File: src/rtl/fetch_unit.sv
// Instruction fetch unit: PC generation, prefetch FIFO, redirect and halt control.
// Define FETCH_BYPASS_EN to forward imem_rdata straight to the consumer when the FIFO is empty.
module fetch_unit #(
    parameter logic [31:0] RESET_PC = 32'h0000_0000,
    parameter int unsigned DEPTH    = 4
) (
    input  logic        clk,
    input  logic        rst,
    output logic [31:0] imem_addr,
    input  logic [31:0] imem_rdata,
    output logic [31:0] instr,
    output logic [31:0] instr_pc,
    output logic        instr_valid,
    input  logic        instr_ready,
    input  logic        redirect_valid,
    input  logic [31:0] redirect_pc,
    input  logic        halt_req,
    output logic        halted
);

    localparam int unsigned PW = (DEPTH > 1) ? $clog2(DEPTH) : 1;
    localparam int unsigned CW = $clog2(DEPTH + 1);
    localparam logic [CW-1:0] FULL_CNT = CW'(DEPTH);

    typedef enum logic [1:0] {
        RUN,
        FULL,
        HALTED
    } state_t;

    state_t        state, state_nx;
    logic [31:0]   fetch_pc;
    logic [63:0]   mem [DEPTH];
    logic [PW-1:0] rptr, wptr;
    logic [CW-1:0] count, count_nx;
    logic          fifo_empty, fifo_full;
    logic          pop, push, advance, bypass, bypass_take;
    logic          unused_redirect_lsb;

    assign imem_addr           = {fetch_pc[31:2], 2'b00};
    assign halted              = (state == HALTED);
    assign unused_redirect_lsb = ^redirect_pc[1:0];

    always_comb begin
        fifo_empty = (count == '0);
        fifo_full  = (count == FULL_CNT);

        bypass = 1'b0;
`ifdef FETCH_BYPASS_EN
        // rst gate keeps the outputs quiet while reset is held
        bypass = fifo_empty && (state == RUN) && !redirect_valid && !rst;
`endif
        bypass_take = bypass && instr_ready;

        // redirect suppresses both ends of the FIFO for this cycle
        pop     = !fifo_empty && instr_ready && !redirect_valid;
        advance = !redirect_valid && (state != HALTED) && (!fifo_full || pop);
        push    = advance && !bypass_take;

        count_nx = count;
        case ({push, pop})
            2'b10:   count_nx = count + CW'(1);
            2'b01:   count_nx = count - CW'(1);
            default: count_nx = count;
        endcase

        if (bypass) begin
            instr_valid = 1'b1;
            instr       = imem_rdata;
            instr_pc    = fetch_pc;
        end else begin
            instr_valid = !fifo_empty;
            instr       = fifo_empty ? '0 : mem[rptr][31:0];
            instr_pc    = fifo_empty ? '0 : mem[rptr][63:32];
        end

        if (redirect_valid)
            state_nx = halt_req ? HALTED : RUN;
        else if (halt_req)
            state_nx = HALTED;
        else if (state == HALTED)
            state_nx = RUN;
        else if ((count_nx == FULL_CNT) && !pop)
            state_nx = FULL;
        else
            state_nx = RUN;
    end

    always_ff @(posedge clk or posedge rst) begin
        if (rst) begin
            state    <= RUN;
            fetch_pc <= RESET_PC;
            rptr     <= '0;
            wptr     <= '0;
            count    <= '0;
        end else begin
            state <= state_nx;
            if (redirect_valid) begin
                fetch_pc <= {redirect_pc[31:2], 2'b00};
                rptr     <= '0;
                wptr     <= '0;
                count    <= '0;
            end else begin
                if (advance)
                    fetch_pc <= fetch_pc + 32'd4;
                if (push)
                    wptr <= wptr + PW'(1);
                if (pop)
                    rptr <= rptr + PW'(1);
                count <= count_nx;
            end
        end
    end

    always_ff @(posedge clk) begin
        if (push)
            mem[wptr] <= {fetch_pc, imem_rdata};
    end

endmodule

File: config.mk
export PLATFORM = sky130hd
export DESIGN_NAME = fetch_unit
export DESIGN_NICKNAME = d
export VERILOG_FILES = /design/src/rtl/fetch_unit.sv
export SDC_FILE = /design/constraint.sdc
export NUM_CORES = 1
export LEC_CHECK = 0
export CAP_MARGIN = 10
export CELL_PAD_IN_SITES_DETAIL_PLACEMENT = 2
export CELL_PAD_IN_SITES_GLOBAL_PLACEMENT = 2
export CORE_ASPECT_RATIO = 0.6
export CORE_MARGIN = 10
export CORE_UTILIZATION = 40
export DETAILED_ROUTE_END_ITERATION = 12
export PLACE_DENSITY = 0.82
export SLEW_MARGIN = 20
export SYNTH_ARGS = -nofsm -noshare
export SYNTH_HDL_FRONTEND = slang
export SYNTH_SLANG_ARGS = --single-unit
File: constraint.sdc
create_clock -name clk -period 4 [get_ports clk]
set_clock_uncertainty 0.15 [all_clocks]
set_input_delay 0.8 -clock clk [delete_from_list [all_inputs] [get_ports clk]]
set_output_delay 0.8 -clock clk [all_outputs]
set_load 0.02 [all_outputs]
==> flow_metrics.env <==
export IMPL_run_status="completed"
export IMPL_grt_ovfl_total=0
export IMPL_worst_slack_ns=0.152
export IMPL_pin_count=167
export IMPL_synth_seq_area_share_pct=70.9
export IMPL_yosysWarningCount=0
export IMPL_synth_compound_gate_area_share_pct=3.69
export IMPL_cts_htree_levels=1
export IMPL_report_final_slew_viol_count=0
export IMPL_worst_hold_startpoint="wptr[1]$_DFFE_PP0N_"
export IMPL_cts_tree="yes"
export IMPL_core_rowCount=48
export IMPL_critPathRequiredTime_ns=3.05
export IMPL_die_x_um=242
export IMPL_muxShareOfSynthArea_pct=11.8
export IMPL_rsz0062_at_grt="false"
export IMPL_place_congestion=0.760
export IMPL_number_of_synthesized_flops_with_an_enable_pin=248
export IMPL_p_per_area_nw_per_um2=475
export IMPL_cp_capture_type="output port"
export IMPL_num_vias=7152
export IMPL_rr_startpoint="state[0]$_DFF_PP0_"
export IMPL_finalNetCount=936
export IMPL_layout_commonest_cell="sky130_fd_sc_hd__edfxtp_1"
export IMPL_max_vdd_ir_drop_v=0.000297
export IMPL_avgViaCountPerCell=5.58
export IMPL_grt_max_degree=66
export IMPL_synthXorXnorAreaFrac_pct=0.664
export IMPL_wl_per_cell_um=28.1
export IMPL_synthCells=691
export IMPL_top_library_cells_by_usage_in_the_layout_fill_and_taps_aside="sky130_fd_sc_hd__edfxtp_1 (248), sky130_fd_sc_hd__clkdlybuf4s50_1 (160), sky130_fd_sc_hd__and2_1 (63), sky130_fd_sc_hd__mux4_2 (62), sky130_fd_sc_hd__dfrtp_1 (37)"
export IMPL_whs_endpoint="wptr[1]$_DFFE_PP0N_"
export IMPL_fin_tns_setup_ns=0
export IMPL_initial_core_util_pct=41.0
export IMPL_dr_pass1_iters=5
export IMPL_port_buffers=160
export IMPL_finalInstanceArea_sq_um=14900
export IMPL_worst_r2r_cell_count=9
export IMPL_critical_path_peak_fanout=31
export IMPL_area_growth_pct=25.5
export IMPL_dieArea_sq_um=37200
export IMPL_worstMarginPinSlew_ns=1.04
export IMPL_ys_flop_type="sky130_fd_sc_hd__edfxtp_1"
export IMPL_tcrit_tclk_final_pct=96.2
export IMPL_finalCriticalPeriod_ns=3.85
export IMPL_layout_cells_sized_above_1_pct=15.9
export IMPL_crit_path_start_kind="flop"
export IMPL_regToRegSetupSlack_ns=1.08
export IMPL_die_y_um=153
export IMPL_yosys_area_share_simple_pct=10.3
export IMPL_setup_violations_final=0
export IMPL_synth_cell_area_sq_um=11900
export IMPL_ant_nets=0
export IMPL_fin_hold_ws_ns=0.444
export IMPL_synth_adder_area_share_pct=0.695
export IMPL_worst_setup_hold_path_clk_slew_ns=0.06
export IMPL_power_leakage_nw=4.81
export IMPL_total_clock_buffers_created_by_cts=28
export IMPL_timing_setup_critical_path_class="reg -> out"
export IMPL_met1Wirelength_mm=16.0
export IMPL_clock_latency_ns=0.55
export IMPL_clkSinkCount=287
export IMPL_antenna_cells=0
export IMPL_grt_pass1_wl_mm=54.7
export IMPL_clk_root_buffer_cell="sky130_fd_sc_hd__clkbuf_16"
export IMPL_wirelength_mm=36.0
export IMPL_clk_buf_depth=3
export IMPL_fin_util_pct=51.4
export IMPL_post_layout_total_power_mw=7.08
export IMPL_timing_hold_violations_final=0
export IMPL_clock_fmax_mhz=260
export IMPL_routed_wl_met2_mm=17.6
export IMPL_timing_max_slew_rel_slack_pct=30.4
export IMPL_post_cts_hold_buffer_count=0
export IMPL_hpwlAfterDp_mm=23.9
export IMPL_via_count_of_the_first_global_routing_pass=8029
export IMPL_timing_max_cap_violations=0
export IMPL_detailedPlace_worstSlack_ns=0.465
export IMPL_placed_area_sq_um=14000
export IMPL_worst_r2r_endpoint="state[0]$_DFF_PP0_"
export IMPL_grt_total_usage_pct=19.1
export IMPL_synth_top_family_by_area="multiplexers"
export IMPL_post_synth_cell_area_avg_sq_um=17.2
export IMPL_synth_seq_cells=287
export IMPL_dp_cells=1231
export IMPL_holdCritPathClass="reg -> reg"
export IMPL_number_of_gates_given_a_new_drive_strength_after_cts=0
export IMPL_wl_met3_mm=1.81
export IMPL_total_core_area_sq_um=29000
export IMPL_post_cts_repair_setup_buffers=0
export IMPL_detailedRoute_firstIterationViolations=535
export IMPL_synth_lib_cells_used_distinct=57
export IMPL_async_flop_share_pct=13.6
export IMPL_timing_hold_worst_path_depth=2
export IMPL_drc=0
export IMPL_worst_ep_arrival_time_ns=2.90
export IMPL_stdcell_count=1282
export IMPL_grt_antenna_before_repair=0
export IMPL_top_layer_used="met4"
## area by class of cell
| type | instances | area, sq um |
|---|---|---|
| clock inverter | 13 | 140 |
| timing repair buffer | 177 | 1770 |
| sequential | 287 | 8430 |
| fill | 2617 | 14100 |
| tap | 400 | 500 |
| inverter | 10 | 37.5 |
| clock buffer | 38 | 779 |
| multi-input combinational | 357 | 3260 |
## layer usage
metal	up-vias	GRT usage, %
met1	3837	25.5
li1	3088	-
met3	44	4.01
met4	0	3.55
met2	183	31.8
met5	-	0
## kinds of logic (layout without fill, tap and decap cells)
family	after synthesis	in the layout
AO/OA/AOI/OAI	65	65
XOR/XNOR	9	9
adder cells (fa/ha/maj)	6	6
buffers and inverters	50	238
flip-flops	287	287
multiplexers	63	63
other	1	4
AND/OR/NAND/NOR	210	210
## worst max-delay path: stages (launching register included)
cell and delay, ns:
sky130_fd_sc_hd__dfrtp_4 0.70, sky130_fd_sc_hd__buf_12 0.32, sky130_fd_sc_hd__mux4_2 0.59, sky130_fd_sc_hd__and2_1 0.18, sky130_fd_sc_hd__clkdlybuf4s50_1 0.54
## synthesized netlist by cell type (all sizes together) (8+ instances only)
cell type,count,area share [%]
a31oi,16,0.84
and2,67,3.5
and4,8,0.60
buf,14,0.72
clkbuf,26,0.82
dfrtp,39,8.2
edfxtp,248,63
inv,10,0.32
mux4,62,12
nand2,30,0.95
nand3,15,0.63
nand4,14,0.79
nor2,28,0.88
o21ai,15,0.63
o31ai,11,0.70
or3,9,0.48
or4,15,1.0
## power by group
group          internal [mW]  total, mW  switching, mW
clock network           1.55       2.69           1.14
registers               3.40       3.54          0.142
logic                  0.395      0.851          0.455
## registers in the layout (all words and copies together) (netlist names)
| name | flops |
|---|---|
| count | 3 |
| fetch_pc | 30 |
| mem | 248 |
| rptr | 2 |
| state | 2 |
| wptr | 2 |
## worst max path at each step
stage                                    from                   to  slack [ns]  cells past startpoint
after floorplan                   instr_ready  mem[0][0]$_DFFE_PP_        0.28                      7
after global placement            instr_ready   state[0]$_DFF_PP0_        0.59                      8
after global routing      rptr[0]$_DFFE_PP0P_         instr_pc[29]        0.02                      4
after detailed placement          instr_ready  mem[0][4]$_DFFE_PP_        0.46                      5
final                     rptr[0]$_DFFE_PP0P_            instr[24]        0.15                      4
after CTS                 rptr[0]$_DFFE_PP0P_         instr_pc[31]        0.07                      4
(Power assumes the default switching activity.)
